===== src/rtl/adder_arb_pkg.sv =====
// Shared definitions for the adder-sharing arbiter: default sizes, buffer state
// and the round-robin pick helper. Optional overflow flag: ADDER_ARB_OVF_EN.
package adder_arb_pkg;

    localparam int WIDTH_DEF = 32;
    localparam int N_REQ_DEF = 4;
    localparam int ID_W_DEF  = 2;

    typedef enum logic [0:0] {
        EMPTY = 1'b0,
        FULL  = 1'b1
    } buf_state_t;

    typedef struct packed {
        logic       found;
        logic [2:0] win;
    } pick_t;

    // Scans valid from ptr upward (mod n) and returns the first set index; sized for up to 8 requesters.
    function automatic pick_t rr_pick(input logic [7:0] valid, input logic [2:0] ptr, input int n);
        pick_t res;
        int    idx;
        res.found = 1'b0;
        res.win   = 3'd0;
        for (int k = 0; k < 8; k++) begin
            idx = (int'(ptr) + k) % n;
            if ((k < n) && !res.found && valid[idx[2:0]]) begin
                res.found = 1'b1;
                res.win   = idx[2:0];
            end else begin
                res = res;
            end
        end
        return res;
    endfunction

endpackage


===== src/rtl/carry_look_ahead.sv =====
// Shared WIDTH-bit adder: {c_out, sum} = in_1 + in_2 + c_in, built from
// generate/propagate terms.
module carry_look_ahead #(
    parameter int WIDTH = 32
) (
    output logic [WIDTH-1:0] sum,
    output logic             c_out,
    input  logic             c_in,
    input  logic [WIDTH-1:0] in_1,
    input  logic [WIDTH-1:0] in_2
);

    logic [WIDTH-1:0] gen_s;
    logic [WIDTH-1:0] prop_s;
    logic [WIDTH:0]   carry_s;

    assign gen_s  = in_1 & in_2;
    assign prop_s = in_1 ^ in_2;

    // Carry chain from generate/propagate terms.
    always_comb begin
        carry_s    = {(WIDTH+1){1'b0}};
        carry_s[0] = c_in;
        for (int i = 0; i < WIDTH; i++) begin
            carry_s[i+1] = gen_s[i] | (prop_s[i] & carry_s[i]);
        end
    end

    assign sum   = prop_s ^ carry_s[WIDTH-1:0];
    assign c_out = carry_s[WIDTH];

endmodule


===== src/rtl/rr_arbiter_core.sv =====
// Round-robin grant logic with its rotating priority pointer.
module rr_arbiter_core
    import adder_arb_pkg::*;
#(
    parameter int N_REQ = N_REQ_DEF,
    parameter int ID_W  = ID_W_DEF
) (
    input  logic             clk,
    input  logic             rst,
    input  logic [N_REQ-1:0] req_valid,
    input  logic             can_accept,
    output logic [N_REQ-1:0] req_ready,
    output logic [ID_W-1:0]  win_id,
    output logic             grant
);

    logic [ID_W-1:0] rr_ptr_r;
    logic [7:0]      valid_ext_s;
    pick_t           pick_s;

    // Find the first valid requester at or after the pointer.
    always_comb begin
        valid_ext_s              = 8'd0;
        valid_ext_s[N_REQ-1:0]   = req_valid;
        pick_s                   = rr_pick(valid_ext_s, 3'(rr_ptr_r), N_REQ);
    end

    // Grant only when the buffer can take a result; ready stays low during reset.
    always_comb begin
        grant     = pick_s.found & can_accept & ~rst;
        win_id    = pick_s.win[ID_W-1:0];
        req_ready = {N_REQ{1'b0}};
        if (grant) begin
            req_ready[win_id] = 1'b1;
        end else begin
            req_ready = {N_REQ{1'b0}};
        end
    end

    // Pointer moves just past the winner; N_REQ is a power of two so it wraps naturally.
    always_ff @(posedge clk or posedge rst) begin
        if (rst) begin
            rr_ptr_r <= {ID_W{1'b0}};
        end else if (grant) begin
            rr_ptr_r <= win_id + ID_W'(1'b1);
        end else begin
            rr_ptr_r <= rr_ptr_r;
        end
    end

endmodule


===== src/rtl/adder_share_arbiter.sv =====
// Shares one carry_look_ahead adder among N_REQ requesters with a one-entry
// tagged response buffer. ADDER_ARB_OVF_EN adds a registered signed-overflow flag.
module adder_share_arbiter
    import adder_arb_pkg::*;
#(
    parameter int WIDTH = WIDTH_DEF,
    parameter int N_REQ = N_REQ_DEF,
    parameter int ID_W  = ID_W_DEF
) (
    input  logic                   clk,
    input  logic                   rst,
    input  logic [N_REQ-1:0]       req_valid,
    output logic [N_REQ-1:0]       req_ready,
    input  logic [N_REQ*WIDTH-1:0] req_in_1,
    input  logic [N_REQ*WIDTH-1:0] req_in_2,
    input  logic [N_REQ-1:0]       req_c_in,
    output logic                   rsp_valid,
    input  logic                   rsp_ready,
    output logic [WIDTH-1:0]       rsp_sum,
    output logic                   rsp_c_out,
    output logic [ID_W-1:0]        rsp_id
`ifdef ADDER_ARB_OVF_EN
    ,
    output logic                   rsp_ovf
`endif
);

    buf_state_t       state_r;
    logic             can_accept_s;
    logic             grant_s;
    logic [ID_W-1:0]  win_id_s;
    logic [WIDTH-1:0] add_a_s;
    logic [WIDTH-1:0] add_b_s;
    logic [WIDTH-1:0] add_sum_s;
    logic             add_cin_s;
    logic             add_cout_s;

    assign can_accept_s = (state_r == EMPTY) | rsp_ready;
    assign rsp_valid    = (state_r == FULL);

    rr_arbiter_core #(
        .N_REQ (N_REQ),
        .ID_W  (ID_W)
    ) u_core (
        .clk        (clk),
        .rst        (rst),
        .req_valid  (req_valid),
        .can_accept (can_accept_s),
        .req_ready  (req_ready),
        .win_id     (win_id_s),
        .grant      (grant_s)
    );

    // Steer the winner's operands into the adder; idle inputs sit at zero.
    always_comb begin
        add_a_s   = {WIDTH{1'b0}};
        add_b_s   = {WIDTH{1'b0}};
        add_cin_s = 1'b0;
        if (grant_s) begin
            add_a_s   = req_in_1[int'(win_id_s)*WIDTH +: WIDTH];
            add_b_s   = req_in_2[int'(win_id_s)*WIDTH +: WIDTH];
            add_cin_s = req_c_in[win_id_s];
        end else begin
            add_a_s   = {WIDTH{1'b0}};
            add_b_s   = {WIDTH{1'b0}};
            add_cin_s = 1'b0;
        end
    end

    carry_look_ahead #(
        .WIDTH (WIDTH)
    ) u_adder (
        .sum   (add_sum_s),
        .c_out (add_cout_s),
        .c_in  (add_cin_s),
        .in_1  (add_a_s),
        .in_2  (add_b_s)
    );

    // Response buffer: a grant always refills, otherwise a consumed entry empties.
    always_ff @(posedge clk or posedge rst) begin
        if (rst) begin
            state_r   <= EMPTY;
            rsp_sum   <= {WIDTH{1'b0}};
            rsp_c_out <= 1'b0;
            rsp_id    <= {ID_W{1'b0}};
        end else if (grant_s) begin
            state_r   <= FULL;
            rsp_sum   <= add_sum_s;
            rsp_c_out <= add_cout_s;
            rsp_id    <= win_id_s;
        end else if (rsp_ready) begin
            state_r   <= EMPTY;
            rsp_sum   <= rsp_sum;
            rsp_c_out <= rsp_c_out;
            rsp_id    <= rsp_id;
        end else begin
            state_r   <= state_r;
            rsp_sum   <= rsp_sum;
            rsp_c_out <= rsp_c_out;
            rsp_id    <= rsp_id;
        end
    end

`ifdef ADDER_ARB_OVF_EN
    // Signed overflow: like-signed operands producing a sum of the other sign.
    always_ff @(posedge clk or posedge rst) begin
        if (rst) begin
            rsp_ovf <= 1'b0;
        end else if (grant_s) begin
            rsp_ovf <= (add_a_s[WIDTH-1] == add_b_s[WIDTH-1]) &
                       (add_sum_s[WIDTH-1] != add_a_s[WIDTH-1]);
        end else begin
            rsp_ovf <= rsp_ovf;
        end
    end
`endif

endmodule


===== config.mk =====
export PLATFORM = sky130hd
export DESIGN_NAME = adder_share_arbiter
export DESIGN_NICKNAME = d
export VERILOG_FILES = /design/src/rtl/adder_arb_pkg.sv /design/src/rtl/carry_look_ahead.sv /design/src/rtl/rr_arbiter_core.sv /design/src/rtl/adder_share_arbiter.sv
export SDC_FILE = /design/constraint.sdc
export NUM_CORES = 1
export LEC_CHECK = 0
export CORE_UTILIZATION = 32
export CTS_CLUSTER_SIZE = 10
export DETAILED_ROUTE_END_ITERATION = 8
export PLACE_DENSITY_LB_ADDON = 0.15
export SYNTH_ARGS = -nofsm -noshare
export SYNTH_HDL_FRONTEND = slang
export SYNTH_SLANG_ARGS = --single-unit

===== constraint.sdc =====
create_clock -name clk -period 16.03 [get_ports clk]
set_input_delay 1.603 -clock clk [delete_from_list [all_inputs] [get_ports clk]]
set_output_delay 1.603 -clock clk [all_outputs]
set_load 0.01 [all_outputs]

* Word-level counts from Yosys, hierarchy flattened
Index checks and enable logic that the tools add are counted.
Operators by class: $mul 0, bitwise operators 75, equal/unequal tests 0, shift-type cells 2, order comparisons 6, add/sub/neg operators 4, div/mod/pow operators 0, reductions and logical operators 11, muxes and demuxes 22
Operators by type and width (count):
- variable part select 128 x 8 -> 32 bit | 2
- two-way mux 32 bit | 2
- XOR 32 bit | 2
- AND 1 bit | 34
- OR 1 bit | 33
- AND 32 bit | 1
- two-way mux 4 bit | 5
- less-than comparator 3 x 4 -> 1 bit (second input constant) | 3
- binary-select mux 1 bit (select 3 bit) | 3
- two-way mux 1 bit | 9
- OR reduction 2 bit | 3
- adder 2 x 1 -> 2 bit (second input constant) | 2
- adder 2 bit (second input constant) | 2
- binary-select mux 1 bit (select 2 bit) | 2
- logical AND 1 bit | 4
- less-than comparator 2 x 4 -> 1 bit (second input constant) | 1
- AND 1 bit (first input constant) | 3
- zero test 1 bit | 3
- less-than comparator 2 x 3 -> 1 bit (second input constant) | 1
- demux 1 bit (select 2 bit) | 1
- >= comparator 2 x 1 -> 1 bit (second input constant) | 1
- inverter 1 bit | 2
- nonzero test 2 bit | 1
Storage, ports and cells: word-level logic and storage cells 125, output and inout port bits 40, bits in latches 0, bits in writable memories 0, memory bits (read-only) 0, input port bits 267, register bits after elaboration 38, memories 0

* Longest topological paths before layout
Gate-level depths: netlist of the first run.
word-level depth 81, gate-level depth with buffers 42

* Cells and area by module
Synthesis of the first run repeated with hierarchy kept, for this count alone.
Unflattened totals: cells, all modules 377, area total of the unflattened synthesis 4331.7 µm²
Modules (own cells, without submodules):
- adder_share_arbiter | area each 3419.5 µm², cells each 305, sequential area each 900.9 µm², instances 1
- carry_look_ahead | area each 678.2 µm², cells each 42, sequential area each 0.0 µm², instances 1
- rr_arbiter_core | area each 234.0 µm², cells each 30, sequential area each 50.0 µm², instances 1

* Least setup slack after synthesis of the first run
OpenSTA, ideal clock, no wires.
path kind input port to flip-flop, start input rst, end register rsp_sum[31], setup time 0.130 ns, path slack -1.506 ns, data arrival time 17.405 ns, stages 42, path through inv_1 o41ai_2 nor2b_1 buf_2 nand2_1 buf_4 buf_4 o22ai_1 fa_1 inv_1 fa_1 fa_1 fa_1 fa_1 fa_1 fa_1 fa_1 fa_1 [... 6 more ...] fa_1 fa_1 fa_1 fa_1 fa_1 fa_1 fa_1 fa_1 fa_1 fa_1 fa_1 fa_1 fa_1 fa_1 fa_1 fa_1 fa_1 o21ai_1
Between the ends: cells in the longest elaborated chain, start to end 67, elaborated cells on any way between the ends 70, those cells by class mux: 3; bitwise: 67
Ends and longest elaborated chain:
- start: declaration | line adder_share_arbiter.sv:11 | input logic rst,
- inverter 1 bit (*) | line rr_arbiter_core.sv:30 | grant = pick_s.found & can_accept & ~rst;
- AND 1 bit (*) | line rr_arbiter_core.sv:30
- two-way mux 32 bit | line adder_share_arbiter.sv:59 | if (grant_s) begin
- XOR 32 bit | line carry_look_ahead.sv:18 | assign prop_s = in_1 ^ in_2;
- AND 1 bit | line carry_look_ahead.sv:25 | carry_s[i+1] = gen_s[i] | (prop_s[i] & carry_s[i]);
- OR 1 bit | line carry_look_ahead.sv:25
- AND 1 bit | line carry_look_ahead.sv:25
- OR 1 bit | line carry_look_ahead.sv:25
- [... 51 more ...]
- OR 1 bit | line carry_look_ahead.sv:25
- AND 1 bit | line carry_look_ahead.sv:25
- OR 1 bit | line carry_look_ahead.sv:25
- AND 1 bit | line carry_look_ahead.sv:25
- OR 1 bit | line carry_look_ahead.sv:25
- AND 1 bit | line carry_look_ahead.sv:25
- OR 1 bit | line carry_look_ahead.sv:25
- XOR 32 bit | line carry_look_ahead.sv:29 | assign sum = prop_s ^ carry_s[WIDTH-1:0];
- end signal: assignment | line adder_share_arbiter.sv:84 | rsp_sum <= {WIDTH{1'b0}};
- end signal: assignment | line adder_share_arbiter.sv:89 | rsp_sum <= add_sum_s;
- end signal: assignment | line adder_share_arbiter.sv:94 | rsp_sum <= rsp_sum;
- end: declaration | line adder_share_arbiter.sv:19 | output logic [WIDTH-1:0] rsp_sum,
Every way passes the cells marked *; elsewhere a longest branch is shown, timed or not. A chain may end at the register's enable or synchronous reset.

* Worst setup path in the final report of the first run
start input req_valid[0], end register rsp_sum[31]
Between the ends: cells in the longest elaborated chain, start to end 79, elaborated cells on any way between the ends 92, those cells by class shift: 2; mux: 17; bitwise: 67; reduce/logical: 6
Ends and longest elaborated chain:
- start: declaration | line adder_share_arbiter.sv:12 | input logic [N_REQ-1:0] req_valid,
- binary-select mux 1 bit (select 2 bit) | line adder_arb_pkg.sv:27 | if ((k < n) && !res.found && valid[idx[2:0]]) begin
- two-way mux 1 bit (not written as such) | line adder_arb_pkg.sv:27
- two-way mux 4 bit | line adder_arb_pkg.sv:27
- zero test 1 bit | line adder_arb_pkg.sv:27
- logical AND 1 bit | line adder_arb_pkg.sv:27
- two-way mux 4 bit | line adder_arb_pkg.sv:27
- zero test 1 bit | line adder_arb_pkg.sv:27
- logical AND 1 bit | line adder_arb_pkg.sv:27
- two-way mux 4 bit | line adder_arb_pkg.sv:27
- zero test 1 bit | line adder_arb_pkg.sv:27
- logical AND 1 bit | line adder_arb_pkg.sv:27
- two-way mux 4 bit (*) | line adder_arb_pkg.sv:27
- branches (longest 67 deep; another with variable part select 128 x 8 -> 32 bit)
Mark *: on every way between the ends. The select of a mux whose other input is x is not followed.

==> results of run 1 <==
-- cell families after synthesis --
group	count (synthesis)
buffers and inverters	43
and+or+nand+nor	53
DFF	38
adders and majority gates	36
AOI/OAI and AO/OA	107
muxes	130
-- stage by stage --
| step | hold slack, ns | cells | instance area, um2 | util | power, mW |
|---|---|---|---|---|---|
| after floorplan | 0.5067 | 407 | 4383 | - | 0.5183 |
| after global placement | 0.4598 | 875 | 7552 | 0.5726 | 0.7046 |
| after detailed placement | 0.4746 | 875 | 7552 | 0.5726 | 0.7178 |
| after CTS | 0.4881 | 885 | 7780 | 0.5898 | 0.8586 |
| after global routing | 0.5034 | 887 | 7811 | 0.5922 | 0.9089 |
| final | 0.4832 | 887 | 7811 | 0.5922 | 0.8457 |
-- state kept, by name (all words and copies together) (netlist names) --
| register | flops |
|---|---|
| rsp_c_out | 1 |
| rsp_sum | 32 |
| rsp_valid | 1 |
| u_core.rr_ptr_r | 2 |
| rsp_id | 2 |
-- area by class of cell --
| class | instances | share of cell area |
|---|---|---|
| flip-flops and latches | 38 | 0.1217 |
| inverters | 6 | 0.003364 |
| repair buffers | 333 | 0.4216 |
| clock buffers | 6 | 0.01778 |
| well taps | 176 | 0.02819 |
| multi-input cells | 326 | 0.3996 |
| clock inverters | 2 | 0.007689 |
-- power by group through the flow --
stage          combinational (mW)  clock [mW]  sequential (mW)
6_report                    0.551       0.132            0.163
5_1_grt                     0.600       0.140            0.169
4_1_cts                     0.560       0.136            0.163
3_5_place_dp                0.554           0            0.164
3_3_place_gp                0.543           0            0.162
2_1_floorplan               0.337           0            0.181
-- path summary, 6_finish.rpt --
path                       slack [ns]                from     endpoint  cells after the start
min                              0.48         rsp_sum[27]  rsp_sum[27]                      2
min in group asynchronous        1.86                 rst    rsp_valid                      3
max reg2reg                      1.85  u_core.rr_ptr_r[0]  rsp_sum[31]                     39
min reg2reg                      0.48         rsp_sum[27]  rsp_sum[27]                      2
max in group asynchronous       13.81                 rst  rsp_sum[30]                      3
max                              0.40        req_valid[0]  rsp_sum[31]                     41
-- worst reg2reg max path: cells and delay by family (launching register included) --
family | cells | cell delay (ns)
adder cells (fa/ha/maj) | 32 | 12.53
flip-flops | 1 | 0.43
multiplexers | 1 | 0.08
buffers and inverters | 2 | 0.22
AO/OA/AOI/OAI | 4 | 0.73
-- placed cells by master (no fill, tap or decap), types with 4 or more instances in the layout --
cell type        Yosys  final
dfrtp_1             38     38
and2_1               4      4
fa_1                32      6
ha_1                 4      4
o22a_1              62     62
nand2_1             42     40
buf_4                8     24
mux2i_1            130    130
clkdlybuf4s50_1      0    305
o21ai_1             21     21
o21ai_0             13     13
clkbuf_16            0      5
fa_2                 0     26
-- Yosys cell counts (2+ instances only) --
master	count	area [um2]
clkbuf_4	5	37.54
nand2b_1	2	12.51
inv_1	3	11.26
fa_1	32	640.6
nand2_1	42	157.7
buf_4	8	60.06
clkbuf_1	4	15.01
nor2b_1	3	18.77
mux2i_1	130	1301
o22ai_1	4	25.02
dfrtp_1	38	950.9
a21oi_1	2	10.01
o22a_1	62	543.0
ha_1	4	50.05
inv_2	2	7.510
buf_12	8	160.2
and2_1	4	25.02
o21ai_0	13	65.06
buf_1	2	7.510
buf_2	10	50.05
o21ai_1	21	105.1
-- layer usage --
| metal | global-route usage | part of all wire | vias up |
|---|---|---|---|
| met5 | 0 | 0 | - |
| met4 | 0.03926 | 0.010 | 0 |
| met3 | 0.04488 | 0.061 | 8 |
| met2 | 0.4121 | 0.55 | 159 |
| met1 | 0.2315 | 0.38 | 2014 |
| li1 | - | - | 2107 |
-- what timing repair did --
item,CTS,global route
pin swaps,2,5
cloned,0,0
buffers inserted,2,2
setup endpoints to repair,2,2
resized for setup,6,6
hold endpoints to repair,0,0
==> out/summary.md, run 1 <==
Setup repair after global routing left no endpoint under its margin. The shortest clock period the worst path allows after layout is 15.63 ns, and the max-cap violation count is 0. STA puts the critical path data required time at 16.15 ns. CTS saw 38 sinks. After synthesis, the mean cell area works out to 10.61 um2.

On the worst path, the slowest cell contributes a delay of 0.49 ns. Placeable core region: 0.01319 mm2. The first detailed-routing pass ran for 6 iterations. In the final layout, flip-flops and latches occupy 950.9 um2.

The CTS root buffer is clkbuf_16. The switching part of the total was 0.3643. The setup slack at placement is -0.6042 ns, and the total clock buffers created by CTS is 5. The number of pins exceeding their max-slew limit in the final report is 0. The starting density of the core is 0.3273. The analysis attributes to net switching a power of 308.1 uW. Category of the worst setup path capture point: a flop. The tools report the worst relative slew slack as 0.2211.

Family of cells with the greatest summed delay on the critical path: adder cells. The post-synthesis share of cell area spent on full adders, half adders and majority gates works out to 0.1600. TritonCTS built the clock tree.

Detailed placement ended at an HPWL of 12280 um. For this run, the leading register cell type out of synthesis is dfrtp_1. Worst setup path category: input port to flop. The cell count after synthesis came out at 407.

The number of standard-cell rows in the floorplan came out at 42. The fraction of synthesis flops using an asynchronous set or reset pin was 1.000; the maximum VDD drop was 0.06008 mV. The clock arrives with 0.005584 ns of skew. The proportion of power drawn by the clock network was 0.156; the H-tree level count was 2. The path category of the worst min-delay check is flop to flop. The run gives 1013 as the number of nets in the finished design. The cell leakage power was 3.249 nW. The post-synth design cell area is 0.004317 mm2, and the count of unique library cells instantiated by Yosys is 29. The number of antenna violations at the first check in global routing was 0. Setup violations remaining at the end of the flow were counted as 0. In the final layout, the multi-input gates occupy 0.003122 mm2. The first global-routing pass estimated 23360 um of wire. Post-route clock period utilization: 0.9750.

The accumulated negative setup slack was 0 ns; the buffering stage count on the worst path with inverters included was 3. The tools report the die area as 0.01396 mm2. The worst-path cell with the longest stage delay was fa_1. The area fraction in and, or, nand and nor cells after synthesis is 0.05159.

For the worst-case setup margin in the final layout, the log shows 0.4009 ns. The total wirelength of the detailed-routed design was 14670 um; the mux share of post-synthesis cell area was 0.3014. For the worst setup path, the data arrival time is 15.75 ns.

The number of ports placed on the die boundary was 307; the slew at the pin with the worst max-slew slack was 1.168 ns. Hold repair after CTS inserted 0 buffers. The number of flops mapped to enable cells by yosys is 0.

The number of global-route vias before repair was 4645. Largest family of logic cells by synthesized area: multiplexers. STA classifies the critical path startpoint as an input port. The layout overhead on the synthesized area was 80.96%. The final estimated routing congestion in global placement is 0.8496. The count of input and output buffers works out to 306. The run gives 0.28 ns as the insertion delay of the later-clocked pin in the worst-skew pair. In the routed design, unresolved DRC markers number 0. The detail route stage leaves a number of antenna-violating nets equal to 0.

The filler cells instantiated in the layout total 1142. The remaining global-route overflow is 0. The peak clock frequency supported by timing was 0.06398 GHz; the power density over the cells was 108.3 mW/mm2. In this run the worst path has a maximum fanout of 9. The fraction of power consumed by combinational cells was 0.652; the number of warning messages in the yosys log was 0.

The share of total power in sequential cells came out at 0.192. After clock tree synthesis, the clock-pin slew on the worst setup and hold paths is 0.06 ns. The fraction of layout instances using a drive strength above 1 was 0.1041; the total inserted antenna cells was 0.

The total count of hold-check failures in the final report came out at 0. The logs give 0.2108 for the global-route usage over all layers and 156 for the iteration-0 DRC count of the detailed router. Xor and xnor area share after synthesis: 0. The run finished with clean final reports. The largest buffer count on any clock path is 2. In this design, the critical path's most frequently occurring cell is fa_2. After synthesis the netlist holds a flip-flop and latch count of 38. Dividing the detail-routed via count by the number of cells gives 4.834.

Across all layers, the routed design uses 4288 vias. Entering global routing, the biggest net connects 69 pins. The share of synthesized area occupied by flip-flops and latches was 0.2203. When the netlist entered floorplanning its net count stood at 710. The fraction of the mapped netlist area in compound gates is 0.1849, and the die boundary height is 118.1 um.

The die extent in x is 118.1 um. The internal portion of the total power is 537.6 uW. After detailed routing, the average wire length per cell comes to 16.54 um.
No activity file was read; power rests on OpenSTA's default activity.
==> run 2, diff against run 1 <==
--- a/config.mk
+++ b/config.mk
@@ -6,7 +6,7 @@
 export NUM_CORES = 1
 export LEC_CHECK = 0
 export CORE_UTILIZATION = 32
-export CTS_CLUSTER_SIZE = 10
+export CTS_CLUSTER_SIZE = 12
 export DETAILED_ROUTE_END_ITERATION = 8
 export PLACE_DENSITY_LB_ADDON = 0.15
 export SYNTH_ARGS = -nofsm -noshare
==> results of run 2 <==
Final layout, timing and power as in run 1 (identical DEF).
==> run 3, diff against run 2 <==
--- a/config.mk
+++ b/config.mk
@@ -9,6 +9,7 @@
 export CTS_CLUSTER_SIZE = 12
 export DETAILED_ROUTE_END_ITERATION = 8
 export PLACE_DENSITY_LB_ADDON = 0.15
+export SLEW_MARGIN = 20
 export SYNTH_ARGS = -nofsm -noshare
 export SYNTH_HDL_FRONTEND = slang
 export SYNTH_SLANG_ARGS = --single-unit
==> run 3 against run 2 <==
  * Non-clock buffer count unchanged
  * Clock skew decreased by 0.00059 ns
  * Worst setup slack improved by 0.10 ns
  * Sequential cell count did not move
  * Final cell count is the same
  * Critical path type unchanged
  * Via count up 0.21%
  * Clock-buffer cell count unchanged
  * Hold slack got worse by 0.0063 ns
  * Highest routed layer unchanged
  * Combinational power is 1% higher
  * Clock power decreased by 24%
  * Design area up 0.14%
==> out/summary.md, run 3 (synthesized netlist as in run 1, its figures left out) <==
The post-route clock period utilization was 0.9686 (-0.006422). The number of nets in the finished design came out at 1013 (unchanged). The die boundary height was 118.1 um (unchanged).

The tools report the setup skew after layout as 0.004992 ns (-0.0005922 ns). The number of pins exceeding their max-slew limit in the final report is 0 (unchanged). The global-route usage over all layers was 0.2122 (+0.001402). The logs give 0 (unchanged) for the detailed-route DRC error count and 0 (unchanged) for the total inserted antenna cells. For the remaining global-route overflow, the log shows 0 (unchanged). The total placed cells including tap cells is 876 (+0.11%), and the number of antenna violations at the first check in global routing is 0 (unchanged). Count of input and output buffers: 306 (unchanged).

The cell occurring most often along the worst timing path was fa_2. The peak per-stage delay on the critical path was 0.49 ns (about the same); the largest net degree at the start of global routing was 57 (-17%). The final cell count without fillers is 887 (unchanged).

In the layout the commonest cells are 302 x clkdlybuf4s50_1, 130 x mux2i_1, 62 x o22a_1. The detailed-route wire length per cell came out at 16.65 um (+0.65%). The average via count per standard cell works out to 4.844 (+0.21%). Setup repair after global routing left no endpoint under its margin. The worst relative slew slack was 0.4339 (+0.2128); the power density over the cells was 105.1 mW/mm2 (-2.9%).

Final estimated routing congestion in global placement: 0.8496 (unchanged). The count of antenna-violating nets left after detailed routing is 0 (unchanged), and the H-tree level count is 2 (unchanged). TritonCTS built the clock tree. The total half-perimeter wirelength after legalization and detailed placement was 12330 um (+0.39%).

The number of ports placed on the die boundary is 307 (unchanged), and the starting density of the core is 0.3273 (unchanged). The insertion delay of the later-clocked pin in the worst-skew pair is 0.28 ns (about the same), and the largest fanout on the critical path is 7 (-2). The run finished with clean final reports. The run gives 0.06441 GHz (+0.66%) as the peak clock frequency supported by timing. The worst setup path category is input port to flop. The flip-flop count of the largest register after layout is 32 (unchanged), and the slew at the pin with the worst max-slew slack is 0.8492 ns (-0.3192 ns).

The logs give 2 (unchanged) for the largest buffer count on any clock path and 38 (unchanged) for the number of clock sinks. The run gives 4297 (+0.21%) as the count of vias placed by the detailed router. CTS placed an instance of clkbuf_16 at the clock tree root.

The worst setup path is captured at a flop. On the critical path, the stage with the largest delay is an instance of fa_1. The run gives 0.01319 mm2 (unchanged) as the placeable core region.

The max-cap violation count came out at 0 (unchanged). The largest registers in the layout are rsp_sum (32), rsp_id (2), u_core.rr_ptr_r (2). For the number of global-route vias before repair, the log shows 4601 (-0.95%). The number of standard-cell rows in the floorplan is 42 (unchanged).

The shortest clock period the worst path allows after layout is 15.53 ns (-0.1029 ns), and the maximum VDD drop is 0.05693 mV (-5.3%). The tools report the die area as 0.01396 mm2 (unchanged). The die extent in x is 118.1 um (unchanged). For the design area, the log shows 0.007823 mm2 (+0.14%). In this run the worst hold path is classified as flop to flop. Type of element launching the critical path: an input port.

The library cell used most frequently in the layout, excluding fill and tap cells, is clkdlybuf4s50_1. The run gives 5 (unchanged) as the total clock buffers created by CTS. For the iteration-0 DRC count of the detailed router, the log shows 164 (+5.1%). From synthesis to final layout, the design area changed by 81.22%. The placed cell area is 0.007580 mm2 (+0.36%), and the clock transition at the registers of the reported paths is 0.06 ns (about the same). The first-pass GRT wire length came out at 23460 um (+0.42%).

For the total wirelength of the detailed-routed design, the log shows 14770 um (+0.65%). The logs give 0 (unchanged) for the total count of hold-check failures in the final report and 15.67 ns (-0.08 ns) for the data arrival at the endpoint of the critical path. The run gives 0 (unchanged) as the final number of setup-violating endpoints. The register bank with the most flops was rsp_sum.

For the required time at the endpoint of the critical path, the log shows 16.17 ns (+0.02 ns). The fraction of layout instances using a drive strength above 1 is 0.1041 (unchanged), and the number of search-and-repair iterations in the first detailed-routing pass is 4 (-2). The logs give 0 (unchanged) for the number of buffers inserted for hold repair after clock tree synthesis and 3.272 nW (+0.72%) for the cell leakage power. The overall power of the completed layout is 822.1 uW (-2.8%).
[run 3: worst max-delay path, delay by kind of cell]
family / cells / cell delay (ns)
AO/OA/AOI/OAI: 3 / 0.41
adder cells (fa/ha/maj): 32 / 12.60
buffers and inverters: 3 / 0.59
AND/OR/NAND/NOR: 2 / 0.43
[run 3: cell type report]
type / count / area (um2)
inverters: 6 / 26.28
repair buffers: 333 / 3341
clock inverters: 2 / 12.51
multi-input cells: 326 / 3133
fillers: 1105 / 5368
clock buffers: 6 / 138.9
well taps: 176 / 220.2
flip-flops and latches: 38 / 950.9
[run 3: stage by stage]
step / setup WS (ns) / setup TNS [ns] / hold slack [ns] / util
2_1_floorplan: 0.03199 / 0 / 0.5067 / -
3_3_place_gp: -0.3634 / -0.5972 / 0.4598 / 0.5726
3_5_place_dp: -0.6053 / -1.331 / 0.4691 / 0.5747
4_1_cts: 0.02185 / 0 / 0.4828 / 0.5906
5_1_grt: 0.06166 / 0 / 0.5035 / 0.5931
6_report: 0.5039 / 0 / 0.4769 / 0.5931
[run 3: worst paths after layout]
kind	start	to	slack [ns]	cells past startpoint
setup reg to reg	u_core.rr_ptr_r[0]	rsp_sum[31]	1.66	39
setup / recovery	rst	rsp_sum[31]	0.50	40
max in group asynchronous	rst	rsp_sum[25]	13.82	3
hold / removal	rsp_sum[17]	rsp_sum[17]	0.48	2
min in group asynchronous	rst	rsp_valid	1.86	3
hold reg to reg	rsp_sum[17]	rsp_sum[17]	0.48	2
[run 3: routing by layer]
| metal | share of wire | global-route usage | wire, um |
|---|---|---|---|
| met4 | 0.020 | 0.05849 | 301 |
| met3 | 0.062 | 0.04537 | 917 |
| met2 | 0.54 | 0.4059 | 7942 |
| met1 | 0.38 | 0.2332 | 5605 |
| met5 | 0 | 0 | 0 |
[run 3: what timing repair did]
| action | 4_1_cts | 5_1_grt |
|---|---|---|
| setup buffers | 1 | 1 |
| resized for setup | 8 | 10 |
| endpoints found under the setup margin | 2 | 2 |
| cloned | 1 | 0 |
| pin swaps | 3 | 8 |
[run 3: power by group]
part	internal, mW	switching [mW]
logic	0.312	0.246
clock network	0.0616	0.0384
registers	0.138	0.0254
==> edit, RTL diff (flow settings as in run 1) <==
The package constant `WIDTH_DEF` goes from 32 to 64.
--- a/src/rtl/adder_arb_pkg.sv
+++ b/src/rtl/adder_arb_pkg.sv
@@ -4,3 +4,3 @@
 
-    localparam int WIDTH_DEF = 32;
+    localparam int WIDTH_DEF = 64;
     localparam int N_REQ_DEF = 4;
Ports: changed (resized req_in_1, req_in_2 and rsp_sum); port bits go from 307 to 595. The function was not compared with the original's and may differ.
==> edit against run 1 <==
The run now fails in I/O pin placement (3_2_place_iop); synthesized cell count grew 78%; synthesized area grew 86%.
==> edit: results (changes against run 1) <==
The flow did not finish. The stage where the run came to a stop is I/O pin placement (3_2_place_iop). The tool reported: "[ERROR PPL-0024] Number of IO pins (595) exceeds maximum number of available positions (574). Increase the die perimeter from 641.64um to 809.20um". The most frequent cell after synthesis was sky130_fd_sc_hd__mux2i_1. The share of synthesized area occupied by flip-flops and latches is 0.218 (-0.00215), and the number of nets in the synthesized netlist is 1317 (+85%). For the count of unique library cells instantiated by Yosys, the log shows 30 (+3.4%). Ranked by total cell area, the synthesized netlist is headed by sky130_fd_sc_hd__mux2i_1, sky130_fd_sc_hd__dfrtp_1, sky130_fd_sc_hd__fa_1, sky130_fd_sc_hd__mux4_2, sky130_fd_sc_hd__o22a_1.

The yosys synthesis warning count was 0 (unchanged); the async set or reset register ratio after synthesis was 1.00 (unchanged). In the synthesized netlist, the cells that appear most often are sky130_fd_sc_hd__mux2i_1, sky130_fd_sc_hd__nand2_1, sky130_fd_sc_hd__o22a_1. The synthesis-stage register bit count was 70 (+84%). The die span in x was 160 um (+36%); the average footprint of a synthesized cell was 11.1 sq um (+4.3%). For this run, the leading register cell type out of synthesis is sky130_fd_sc_hd__dfrtp_1.
-- edit: cell families after synthesis --
group           share of synthesized area
compound gates                      0.146
fa+ha+maj                           0.166
buf+inv                            0.0734
flops                               0.218
mux                                 0.334
simple gates                       0.0626
